## config.mk

```make
export PLATFORM = sky130hd
export DESIGN_NAME = conditional_sum_adder_sequencer
export DESIGN_NICKNAME = d
export VERILOG_FILES = /design/src/rtl/conditional_sum_adder_sequencer.sv
export SDC_FILE = /design/constraint.sdc
export NUM_CORES = 1
export LEC_CHECK = 0
export ABC_AREA = 1
export BUFFER_PORTS_ARGS = -buffer_cell sky130_fd_sc_hd__buf_2
export CAP_MARGIN = 0
export CORE_MARGIN = 2
export CORE_UTILIZATION = 50
export CTS_CLUSTER_DIAMETER = 200
export CTS_CLUSTER_SIZE = 8
export DETAILED_ROUTE_END_ITERATION = 7
export GPL_ROUTABILITY_DRIVEN = 1
export PLACE_DENSITY = 0.83
export SYNTH_ARGS = -nofsm -noshare
export SYNTH_HDL_FRONTEND = slang
export SYNTH_SLANG_ARGS = --single-unit
```

## constraint.sdc

```tcl
create_clock -name clk -period 4.5 [get_ports clk]
set_input_delay 0.225 -clock clk [delete_from_list [all_inputs] [get_ports clk]]
set_output_delay 0.225 -clock clk [all_outputs]
set_load 0.1 [all_outputs]
```

## src/rtl/conditional_sum_adder_sequencer.sv

```systemverilog
// rtl/conditional_sum_adder_sequencer.sv - nibble-serial WIDTH-bit add/sub sequencer around one 4-bit conditional-sum slice

module conditional_sum_slice (
    input  logic [3:0] a,
    input  logic [3:0] b,
    input  logic       cin,
    output logic [3:0] sum,
    output logic       cout
);
    logic [3:0] s0, s1, c0, c1;
    logic [1:0] p0_sum0, p0_sum1, p1_sum0, p1_sum1;
    logic       p0_c0, p0_c1, p1_c0, p1_c1;
    logic [3:0] sum0, sum1;
    logic       co0, co1;

    // Per-bit sums/carries for both possible carry-ins, merged pairwise then selected by cin.
    assign s0 = a ^ b;
    assign s1 = ~(a ^ b);
    assign c0 = a & b;
    assign c1 = a | b;

    assign p0_sum0 = {(c0[0] ? s1[1] : s0[1]), s0[0]};
    assign p0_c0   = c0[0] ? c1[1] : c0[1];
    assign p0_sum1 = {(c1[0] ? s1[1] : s0[1]), s1[0]};
    assign p0_c1   = c1[0] ? c1[1] : c0[1];

    assign p1_sum0 = {(c0[2] ? s1[3] : s0[3]), s0[2]};
    assign p1_c0   = c0[2] ? c1[3] : c0[3];
    assign p1_sum1 = {(c1[2] ? s1[3] : s0[3]), s1[2]};
    assign p1_c1   = c1[2] ? c1[3] : c0[3];

    assign sum0 = {(p0_c0 ? p1_sum1 : p1_sum0), p0_sum0};
    assign co0  = p0_c0 ? p1_c1 : p1_c0;
    assign sum1 = {(p0_c1 ? p1_sum1 : p1_sum0), p0_sum1};
    assign co1  = p0_c1 ? p1_c1 : p1_c0;

    assign sum  = cin ? sum1 : sum0;
    assign cout = cin ? co1 : co0;
endmodule

module conditional_sum_adder_sequencer #(
    parameter int WIDTH = 16
) (
    input  logic             clk,
    input  logic             rst,
    input  logic             in_valid,
    output logic             in_ready,
    input  logic [WIDTH-1:0] A,
    input  logic [WIDTH-1:0] B,
    input  logic             C_in,
    input  logic             sub,
    output logic             out_valid,
    input  logic             out_ready,
    output logic [WIDTH-1:0] S,
    output logic             C_out,
    output logic             V
);
    localparam int N  = WIDTH / 4;
    localparam int KW = (N > 1) ? $clog2(N) : 1;
    localparam logic [KW-1:0] K_LAST = KW'(N - 1);

    typedef enum logic [1:0] {IDLE, RUN, DONE} state_t;

    state_t           state, state_next;
    logic [WIDTH-1:0] a_reg, b_reg;
    logic             carry_reg;
    logic [KW-1:0]    k;
    logic [3:0]       nib_a, nib_b, nib_sum;
    logic             nib_cout;

    assign nib_a = a_reg[4*k +: 4];
    assign nib_b = b_reg[4*k +: 4];

    conditional_sum_slice u_slice (
        .a    (nib_a),
        .b    (nib_b),
        .cin  (carry_reg),
        .sum  (nib_sum),
        .cout (nib_cout)
    );

    always_ff @(posedge clk or posedge rst) begin
        if (rst) state <= IDLE;
        else     state <= state_next;
    end

    always_comb begin
        state_next = state;
        case (state)
            IDLE:    if (in_valid)     state_next = RUN;
            RUN:     if (k == K_LAST)  state_next = DONE;
            DONE:    if (out_ready)    state_next = IDLE;
            default:                   state_next = IDLE;
        endcase
    end

    assign in_ready  = (state == IDLE);
    assign out_valid = (state == DONE);

    // Subtraction is A + ~B + ~borrow, so the inversions happen once at accept time.
    always_ff @(posedge clk or posedge rst) begin
        if (rst) begin
            a_reg     <= '0;
            b_reg     <= '0;
            carry_reg <= 1'b0;
            k         <= '0;
            S         <= '0;
            C_out     <= 1'b0;
            V         <= 1'b0;
        end else begin
            case (state)
                IDLE: if (in_valid) begin
                    a_reg     <= A;
                    b_reg     <= sub ? ~B : B;
                    carry_reg <= sub ? ~C_in : C_in;
                    k         <= '0;
                    S         <= '0;
                    C_out     <= 1'b0;
                    V         <= 1'b0;
                end
                RUN: begin
                    S[4*k +: 4] <= nib_sum;
                    carry_reg   <= nib_cout;
                    if (k == K_LAST) begin
                        C_out <= nib_cout;
                        V     <= (a_reg[WIDTH-1] == b_reg[WIDTH-1]) && (nib_sum[3] != a_reg[WIDTH-1]);
                    end else begin
                        k <= k + KW'(1);
                    end
                end
                default: ;
            endcase
        end
    end
endmodule

```

After elaboration in Yosys (flattened, before gate mapping):

Index checks and enable logic that the tools add are counted.

* flip-flop bits (word level): 55
* latch bits: 0
* memory bits (writable): 0
* ROM bits: 0
* input port bits: 38
* output and inout port bits: 20
* word-level logic and storage cells: 70
* memories: 0

* add/sub/neg operators: 2
* multiply operators: 0
* div/mod/pow operators: 0
* order comparisons: 0
* equal/unequal tests: 9
* shift-type cells: 4
* mux-type cells: 33
* bitwise logic cells: 6
* reduce and logical (&&, ||, !) cells: 8

Operators by type and width (count)
* 4-bit negator with 34-bit output: 1
* 4-bit by 34-bit variable shift with 16-bit output, first input constant: 1
* 4-bit by 34-bit indexed part select with 16-bit output: 1
* 16-bit two-way mux: 2
* 16-bit one-hot mux with 2 select lines: 1
* 16-bit by 5-bit indexed part select with 4-bit output: 2
* 16-bit bitwise mux: 1
* 1-bit two-way mux: 16
* 16-bit inverter: 1
* 2-bit two-way mux: 7
* 3-bit AND reduction: 3
* 2-bit inequality test, second input constant: 3
* 1-bit one-hot mux with 2 select lines: 3
* 2-bit one-hot mux with 3 select lines: 1
* 4-bit bitwise AND: 1
* 2-bit == test, second input constant: 2
* 4-bit two-way mux: 1
* 4-bit inverter: 1
* 4-bit OR: 1
* 2-bit one-hot mux with 2 select lines: 1
* 2-bit AND reduction: 2
* 4-bit XOR: 1
* 2-bit by 1-bit adder with 2-bit output, second input constant: 1
* 2-bit by 1-bit == test with 1-bit output, second input constant: 1
* 7 further kinds: 7

Logic depth before layout (Yosys ltp):

Gate-level depths: netlist of the first run.

* depth after elaboration: 10
* mapped depth: 15

By module:

Synthesis of the first run repeated with hierarchy kept, for this count alone.

* cells, all modules: 373
* area, all modules: 3029.2 um^2

Modules (own cells, without submodules)
* conditional_sum_adder_sequencer: instances 1, cells each 327, area each 2740.1 um^2, seq. area each 1376.3 um^2
* conditional_sum_slice: instances 1, cells each 46, area each 289.0 um^2, seq. area each 0.0 um^2

Least setup slack after synthesis of the first run:

No wires, ideal clock.

* kind: register -> register
* start point: register k[0]
* end point: register S[3]
* setup time: 0.127 ns
* arrival: 1.866 ns
* setup slack: 2.507 ns
* stages on the path, launching flop included: 14
* path buffers: 2
* cell sequence: dfrtp_1 -> buf_4 -> buf_6 -> nor2_1 -> inv_1 -> a32oi_1 -> inv_1 -> ha_1 -> xor2_1 -> inv_1 -> nand2_1 -> nand2_1 -> nand2_1 -> o21ai_0

* longest elaborated chain between the ends: 9

Ends and longest elaborated chain
* start: declaration: RTL line 67 `logic [KW-1:0] k;`
* start signal: assignment: RTL line 128 `k <= k + KW'(1);`
* 16-bit by 5-bit indexed part select with 4-bit output (on tied branches): RTL line 71, 72
* 4-bit XOR: RTL line 17, 18
* 4-bit inverter: RTL line 18 `assign s1 = ~(a ^ b);`
* 1-bit two-way mux (on tied branches): RTL line 27, 29
* 2-bit two-way mux (on tied branches): RTL line 32, 34
* 4-bit two-way mux: RTL line 37 `assign sum = cin ? sum1 : sum0;`
* 4-bit by 34-bit indexed part select with 16-bit output: RTL line 122 `S[4*k +: 4] <= nib_sum;`
* 16-bit bitwise mux *: RTL line 122
* 16-bit one-hot mux with 2 select lines *: RTL line 111 `case (state)`
* end signal: indexed assignment: RTL line 122
* end: declaration: RTL line 54 `output logic [WIDTH-1:0] S,`

Mark *: on every way between the ends. The rest lies on a longest branch, timed or not.
A chain may end at the register's enable or synchronous reset.

Worst setup path in the final report of the first run:

* start point: register k[0]
* end point: register S[15]

Same word-level chain as after synthesis.

==> reports/summary.txt, run 1 <==
Status -> finished clean
Final wirelength -> 6380 um
FF-to-FF Start -> k[0]
Largest net degree at the start of global routing -> 56
Worst Setup Start Kind -> flop
Initial Util -> 0.516
Compound-gate portion of the synthesized area -> 0.107
Via count -> 2566
Synth top area share -> 0.453
Root Driver -> clkbuf_8
MaxCap Viol Count -> 0
CTS buffer count -> 5
Top post-synthesis cells by area -> dfrtp_1, nand2_1, inv_1
CP most frequent cell -> nand2_1
GRT Total Usage -> 0.207
Post-CTS Resized -> 0
Warnings, synthesis -> 0
Postcts setup bufs -> 0
Tmin final -> 3160 ps
Required time of the critical path -> 4750 ps
Final Cycle Share -> 0.702
Nets -> 479
Area added between synthesis and finish -> 11.8%
Clock Pin Slew Worst Setup and Hold Paths -> 100 ps
Area leader, netlist -> dfrtp_1
Worst Path Arrival -> 3410 ps
Pint -> 1.30 mW
Maximum vdd drop -> 0.382 mV
DIE WIDTH -> 82.0 um
Largest family of logic cells by synthesized area -> simple AND/OR/NAND/NOR gates
Sequential share of power -> 0.303
Hold wc startpoint -> out_ready
Max Buffers Root-to-Sink -> 2
Worst setup EP type -> flop
Antenna cells -> 0
Synth Area in Adders -> 0.0494
Unique masters post-synth -> 29
P_leak -> 1.87 nW
Core area -> 5890 um2
Initial antenna violation count -> 0
Critical path class -> reg -> reg
Setup Viol. Count Final -> 0
DRT Pass-1 Iters -> 5
Comb power frac -> 0.600
Rows -> 28
Clock power frac -> 0.098
Worst-Margin Slew -> 1100 ps
Mapped Area -> 3040 um2
Vias in the first global route -> 2445
Worst hold path class -> in -> reg
Max incr delay on CP -> 1070 ps
Die Area -> 6720 um2
Synth Area per Inst -> 8.02 um2
P_sw -> 1.53 mW
Crit-path cells -> clkinv_1 -> nand2_1 -> a32oi_1 -> inv_1 -> ha_1 -> nand2_1 -> inv_1 -> nor2_1 -> nand3_1 -> nand2_1 -> nand4_1 -> nand2_1
Port buffer count -> 57
Max Slew Vio Count -> 0
Fin Setup TNS -> 0 ps
Post-synthesis xor/xnor area fraction -> 0.0576
Cts hold-fix bufs -> 0
Syn Nets -> 429
Slowest-stage cell, CP -> dfrtp_1
Die Span Y -> 82.0 um
Clk Latency, worst-skew pair -> 310 ps
Sw Ratio -> 0.539
Slew HR -> 0.266
First-pass GRT wire length -> 10800 um
WL per Instance -> 12.7 um
Max Freq -> 0.317 GHz
DR iter-0 viols -> 208
CTS tree -> done
Routed Antenna Nets -> 0
Placer Congestion -> 0.918
Crit-path max FO -> 36
CP bufs+invs -> 3
Crit path from -> k[0]
Synth Area in Simple Gates -> 0.232
Pwr Density -> 833 nW/um2
Largest delay contributor family on the critical path -> flip-flops
Post-synthesis sequential area ratio -> 0.453
Mux share of post-synthesis cell area -> 0
Mapped Cells -> 379
Filler cells -> 538
Share of cells above drive strength 1 -> 0.184
Residual DRC -> 0
Clock sink count -> 55
RSZ-0062 raised after global routing -> no
Flops & latches, synth -> 55
DP HPWL -> 4660 um
CTS H-tree depth -> 2
Final hold viol count -> 0
Grt ovf -> 0
Drt via density -> 5.09
I/O pins -> 58
Max Clock Skew -> 11.0 ps
Final hold slack -> 104 ps
layout make-up:
| class | count | area, um2 | share of cell area |
|---|---|---|---|
| flip-flops and latches | 55 | 1380 | 0.405 |
| multi-input cells | 257 | 1360 | 0.399 |
| repair buffers | 57 | 285 | 0.0839 |
| inverters | 53 | 199 | 0.0585 |
| well taps | 75 | 93.8 | 0.0276 |
| clock buffers | 6 | 82.6 | 0.0243 |
| clock inverters | 1 | 5.00 | 0.00147 |
cell usage after synthesis:
cell type and count:
o21ai_1 3, dfrtp_1 55, o22ai_1 2, nand2_1 127, inv_1 48, buf_6 5
nor3_1 1, o21ai_0 22, a21oi_1 10, nand2_2 1, or2_2 1, a22o_1 1
xor2_1 2, nor2_2 2, clkinv_1 2, a21boi_1 1, inv_2 3, buf_4 3
buf_2 5, xnor2_1 18, nand3_1 19, nor2_1 15, o21ai_2 5, clkbuf_1 1
o31ai_1 1, nand2_4 2, ha_1 12, nand4_1 4, a32oi_1 8
through the flow:
stage | std cells | setup WS, ps | instance area, um2 | total power [mW] | util
floorplan | 379 | 2510 | 3040 | 2.22 | -
global placement | 497 | 1590 | 3310 | 2.48 | 0.563
detailed placement | 497 | 1470 | 3310 | 2.54 | 0.563
CTS | 504 | 1450 | 3400 | 2.82 | 0.577
global route | 504 | 1030 | 3400 | 3.07 | 0.577
finish | 504 | 1340 | 3400 | 2.83 | 0.577
power groups by stage:
stage          Clock, mW  Combinational (mW)  Sequential [mW]
6_report           0.276                1.70            0.857
4_1_cts            0.281                1.68            0.855
5_1_grt            0.299                1.88            0.884
2_1_floorplan          0                1.14             1.08
3_3_place_gp           0                1.62            0.856
3_5_place_dp           0                1.67            0.864
routing by layer:
layer | wire [um] | track usage | vias up
met5 | 0 | 0 | -
met4 | 53 | 0.0667 | 0
met3 | 421 | 0.0451 | 10
met2 | 3090 | 0.337 | 99
met1 | 2820 | 0.275 | 1169
li1 | - | - | 1288
cells by family after synthesis:
family,count (synthesis)
compound gates,53
flops,55
simple gates,172
fa+ha+maj,12
xor+xnor,20
buf+inv,67
worst paths after layout:
| check | end | slack, ps | depth (start not counted) |
|---|---|---|---|
| max | S[15] | 1340 | 12 |
| min | state[1] | 100 | 2 |
| max reg2reg | S[15] | 1340 | 12 |
| min reg2reg | S[12] | 480 | 2 |
| max in group asynchronous | b_reg[7] | 3640 | 2 |
| min in group asynchronous | S[4] | 180 | 2 |
cells in the final DEF (no fill, tap or decap), types with 2 or more instances in the layout:
cell and count:
o21ai_1 3, a21oi_1 10, buf_2 57, o21ai_0 22
a32oi_1 8, dfrtp_1 55, nor2_1 15, nor2_2 2
clkbuf_8 6, inv_1 47, xor2_1 2, xnor2_1 18
clkinv_1 2, nand4_1 4, nand2_4 2, o21ai_2 5
nand3_1 19, inv_2 4, ha_1 12, nand2_1 127
o22ai_1 2
Note: power is estimated with default switching activity, not from simulation.
==> run 2: changes to the inputs <==
ABC_AREA = 0   (was 1)
PLACE_DENSITY = 0.84   (was 0.83)
clock period = 3.1 ns   (was 4.5 ns; I/O delays follow)
==> reports/summary.txt, run 2 <==
Port buffer count -> 57 (unchanged)
FF-to-FF Start -> k[0]
Crit-path max FO -> 12 (-67%)
Syn Nets -> 297 (-31%)
Post-synth top cells -> dfrtp_1, nor2_1, a21oi_1
Required time of the critical path -> 3360 ps (-1390 ps)
Vias in the first global route -> 2003 (-18%)
Synth top area share -> 0.487 (+0.0345)
Max Slew Vio Count -> 0 (unchanged)
Post-synthesis xor/xnor area fraction -> 0.0620 (+0.00439)
Unique masters post-synth -> 34 (+17%)
Die Area -> 6260 um2 (-6.8%)
Area leader, netlist -> dfrtp_1
Antenna cells -> 0 (unchanged)
Rows -> 27 (-3.6%)
Met3 WL -> 248 um (-41%)
DRT Pass-1 Iters -> 4 (-1)
Count leader, synth -> dfrtp_1
Placer Congestion -> 0.855 (-6.8%)
Initial antenna violation count -> 0 (unchanged)
WL per Instance -> 15.0 um (+18%)
Final hold viol count -> 0 (unchanged)
Mux share of post-synthesis cell area -> 0.132 (+0.132)
Top post-synthesis cells by area -> dfrtp_1, mux2_2, mux4_2
Largest family of logic cells by synthesized area -> multiplexers
Final wirelength -> 5610 um (-12%)
DR iter-0 viols -> 187 (-10%)
Clk Latency, worst-skew pair -> 320 ps (about the same)
Cts hold-fix bufs -> 0 (unchanged)
Synth Area in Adders -> 0.0532 (+0.00376)
Tmin final -> 2720 ps (-434 ps)
Synth Area per Inst -> 11.4 um2 (+43%)
Asr flop ratio synth -> 1.00 (unchanged)
Via count -> 2008 (-22%)
CTS H-tree depth -> 2 (unchanged)
Worst Setup Start Kind -> flop
Die Span Y -> 79.2 um (-3.4%)
Mapped Area -> 2820 um2 (-7.1%)
CTS tree -> done
Worst-Margin Slew -> 1110 ps (+13.4 ps)
Core area -> 5470 um2 (-7.0%)
Critical path class -> reg -> reg
Fin Setup TNS -> 0 ps (unchanged)
CTS buffer count -> 5 (unchanged)
Met2 routed WL -> 2780 um (-9.8%)
Max Clock Skew -> 13.6 ps (+2.58 ps)
Most frequent cells in the layout -> buf_2, dfrtp_1, nor2_1
Area added between synthesis and finish -> 16.6%
Commonest non-fill, non-tap cell in the layout -> buf_2
Max Buffers Root-to-Sink -> 2 (unchanged)
Largest net degree at the start of global routing -> 56 (unchanged)
I/O pins -> 58 (unchanged)
Top sig layer -> met4
First-pass GRT wire length -> 9440 um (-13%)
Worst Path Arrival -> 2990 ps (-420 ps)
Residual DRC -> 0 (unchanged)
Root Driver -> clkbuf_8
Clock Pin Slew Worst Setup and Hold Paths -> 100 ps (about the same)
Grt ovf -> 0 (unchanged)
Synth Area in Simple Gates -> 0.109 (-0.123)
Flops & latches, synth -> 55 (unchanged)
Drt via density -> 5.35 (+5.2%)
DRT met1 WL -> 2460 um (-13%)
RSZ-0062 raised after global routing -> no
Worst setup EP type -> flop
Routed Antenna Nets -> 0 (unchanged)
Initial Util -> 0.516 (about the same)
Status -> finished clean
Top FF cell, synth -> dfrtp_1
Worst hold path class -> in -> reg
Postcts setup bufs -> 0 (unchanged)
Post-synth EDFFs -> 0 (unchanged)
Share of cells above drive strength 1 -> 0.323 (+0.139)
Final Cycle Share -> 0.879 (+0.177)
MaxCap Viol Count -> 0 (unchanged)
Warnings, synthesis -> 0 (unchanged)
Post-synthesis sequential area ratio -> 0.487 (+0.0345)
Mapped Cells -> 247 (-35%)
Compound-gate portion of the synthesized area -> 0.121 (+0.0135)
DP HPWL -> 4170 um (-11%)
Post-CTS Resized -> 0 (unchanged)
Slew HR -> 0.257 (-0.00892)
GRT Total Usage -> 0.198 (-0.00918)
Max Freq -> 0.367 GHz (+16%)
Hold wc startpoint -> out_ready
Nets -> 352 (-27%)
Setup Viol. Count Final -> 0 (unchanged)
DIE WIDTH -> 79.2 um (-3.4%)
Worst reg-to-reg setup slack -> 380 ps (-970 ps)
Crit path from -> k[0]
Clock sink count -> 55 (unchanged)
## run 2: final cells by class
cell class	count	area (um2)
fill	448	2180
sequential	55	1380
clock buffer	6	72.6
multi-input combinational	168	1350
timing repair buffer	58	293
tap	72	90.1
clock inverter	2	60.1
inverter	14	52.6
## run 2: logic make-up (layout without fill, tap and decap cells)
| family | count (synthesis) | in the layout |
|---|---|---|
| AO/OA/AOI/OAI | 49 | 49 |
| XOR/XNOR | 20 | 20 |
| adder cells (fa/ha/maj) | 12 | 12 |
| buffers and inverters | 24 | 80 |
| flip-flops | 55 | 55 |
| multiplexers | 25 | 25 |
| AND/OR/NAND/NOR | 62 | 62 |
## run 2: worst paths after layout
path / end / cells past startpoint
max: V / 8
min: state[1] / 2
max reg2reg: V / 8
min reg2reg: S[15] / 2
max in group asynchronous: a_reg[13] / 2
min in group asynchronous: S[10] / 2
## run 2: through the flow
| stage | setup slack, ps | cells | instance area (um2) | util | hold WS (ps) |
|---|---|---|---|---|---|
| global placement | 488 | 367 | 3160 | 0.577 | 354 |
| detailed placement | 394 | 367 | 3160 | 0.577 | 360 |
| finish | 376 | 375 | 3290 | 0.602 | 37.7 |
| global route | 193 | 375 | 3290 | 0.602 | 34.5 |
| CTS | 374 | 375 | 3290 | 0.602 | 25.5 |
| floorplan | 315 | 247 | 2820 | - | 263 |
## run 2: worst max-delay path, cell delays in order (launching register included)
cell and delay, ps:
dfrtp_1 680, mux4_2 600, inv_1 80, ha_1 280, inv_1 120, or3_1 120, a41oi_2 180, or4_1 530
nand3_1 90
## run 2: metal layers
layer | vias up | global-route usage
met5 | - | 0
met2 | 57 | 0.336
met4 | 0 | 0.0741
met1 | 975 | 0.251
li1 | 968 | -
met3 | 8 | 0.0386
Power of run 2 is left out: the tool's default activity adds up to more than one toggle a clock period on the data nets, which glitch-free logic cannot reach.
==> run 3: changes to the inputs <==
ABC_AREA = 1   (was 0)
CORE_UTILIZATION = 55   (was 50)
PLACE_DENSITY = 0.89   (was 0.84)
SKIP_CTS_REPAIR_TIMING = 1   (was default)
==> reports/summary.txt, run 3 (synthesized netlist as in run 1, its figures left out) <==
CTS tree -> done
Setup ws final -> 595 ps (+220 ps)
CTS buffer count -> 5 (unchanged)
Multi-input logic area -> 1360 um2 (+0.65%)
Pwr Total -> 4.12 mW
Setup WS pre-CTS -> 658 ps (+265 ps)
Worst setup EP type -> flop
Crit-path max FO -> 19 (+7)
Max Freq -> 0.399 GHz (+8.8%)
Die Area -> 6140 um2 (-2.0%)
Vias in the first global route -> 2526 (+26%)
MaxCap Viol Count -> 0 (unchanged)
Final instance area -> 3420 um2 (+3.8%)
Clock sink count -> 55 (unchanged)
RSZ-0062 raised after global routing -> no
Via count -> 2555 (+27%)
Fin Setup TNS -> 0 ps (unchanged)
CP most frequent cell -> nand2_1
Clk Latency, worst-skew pair -> 310 ps (about the same)
Grt ovf -> 0 (unchanged)
DR iter-0 viols -> 130 (-30%)
Initial Util -> 0.562 (+0.0463)
Core area -> 5410 um2 (-1.2%)
Required time of the critical path -> 3350 ps (about the same)
Placer Congestion -> 0.887 (+3.8%)
P_sw -> 2.23 mW
Residual DRC -> 0 (unchanged)
Clock power frac -> 0.094
Largest net degree at the start of global routing -> 52 (-7.1%)
First-pass GRT wire length -> 11100 um (+18%)
Status -> finished clean
Maximum vdd drop -> 0.445 mV
FF/Latch Area -> 1380 um2 (unchanged)
Nets -> 481 (+37%)
Most frequent cells in the layout -> nand2_1, buf_2, dfrtp_1
Placed Cells -> 496 (+35%)
Routed Antenna Nets -> 0 (unchanged)
Critical path class -> reg -> reg
Post-Layout Cell Count -> 504 (+34%)
Max Clock Skew -> 9.53 ps (-4.03 ps)
Final hold slack -> 19.8 ps (-17.9 ps)
Crit path from -> k[1]
Initial antenna violation count -> 0 (unchanged)
Slew HR -> 0.379 (+0.122)
GRT Total Usage -> 0.228 (+0.0304)
Final Util -> 0.632 (+0.0309)
DRT Pass-1 Iters -> 4 (unchanged)
P_leak -> 1.88 nW
Sequential share of power -> 0.294
DP HPWL -> 4830 um (+16%)
Worst-Margin Slew -> 930 ps (-183 ps)
CTS H-tree depth -> 2 (unchanged)
DIE WIDTH -> 78.3 um (-1.0%)
Pint -> 1.90 mW
Drt via density -> 5.07 (-5.3%)
Max Buffers Root-to-Sink -> 2 (unchanged)
WL per Instance -> 12.8 um (-15%)
Rows -> 27 (unchanged)
Comb power frac -> 0.612
Cell Area, Placed -> 3330 um2 (+5.5%)
Worst Setup Start Kind -> flop
Max incr delay on CP -> 440 ps (-240 ps)
I/O pins -> 58 (unchanged)
Worst hold path class -> in -> reg
Filler cells -> 495 (+10%)
Commonest non-fill, non-tap cell in the layout -> nand2_1
Max Slew Vio Count -> 0 (unchanged)
Hold wc startpoint -> out_ready
Share of cells above drive strength 1 -> 0.190 (-0.134)
Final wirelength -> 6430 um (+15%)
Final Cycle Share -> 0.808 (-0.0708)
Pwr Density -> 1210 nW/um2
FF-to-FF Start -> k[1]
Final hold viol count -> 0 (unchanged)
Crit-path cells -> clkinv_1 -> a32oi_1 -> inv_1 -> ha_1 -> nand2_1 -> inv_1 -> nor2_1 -> nand3_1 -> nand2_1 -> nand4_1 -> nand2_1
Die Span Y -> 78.3 um (-1.0%)
Setup Viol. Count Final -> 0 (unchanged)
Sw Ratio -> 0.540
Antenna cells -> 0 (unchanged)
Slowest-stage cell, CP -> clkinv_1
Port buffer count -> 57 (unchanged)
Tmin final -> 2500 ps (-220 ps)
Worst Path Arrival -> 2760 ps (-230 ps)
Area added between synthesis and finish -> 12.5%
Root Driver -> clkbuf_8
Clock Pin Slew Worst Setup and Hold Paths -> 90 ps (about the same)
-- run 3: per-layer routing --
metal,global-route usage,part of all wire
met3,0.0414,0.043
met2,0.385,0.49
met4,0.0825,0.019
met5,0,0
met1,0.296,0.45
-- run 3: power groups by stage --
stage / combinational [mW] / sequential, mW / clock (mW)
final: 2.52 / 1.21 / 0.388
after floorplan: 1.66 / 1.57 / 0
after CTS: 2.51 / 1.21 / 0.396
after global routing: 2.83 / 1.24 / 0.429
after global placement: 2.43 / 1.20 / 0
after detailed placement: 2.50 / 1.22 / 0
-- run 3: cell type report --
class / count / area share
multi-input combinational: 257 / 0.397
clock buffer: 5 / 0.0201
clock inverter: 3 / 0.00439
inverter: 53 / 0.0582
tap: 72 / 0.0264
timing repair buffer: 59 / 0.0915
sequential: 55 / 0.403
-- run 3: critical path, delay by kind of cell (launching register included) --
kind	cells	cell delay (ps)
AO/OA/AOI/OAI	1	430
adder cells (fa/ha/maj)	1	350
buffers and inverters	3	570
flip-flops	1	390
AND/OR/NAND/NOR	6	710
-- run 3: worst paths after layout --
path	cells after the start	endpoint	slack [ps]
worst min register to register	2	V	490
min in group asynchronous	2	S[11]	40
max in group asynchronous	3	C_out	2370
worst max register to register	11	S[7]	600
worst max-delay path	11	S[7]	600
worst min-delay path	2	state[1]	20
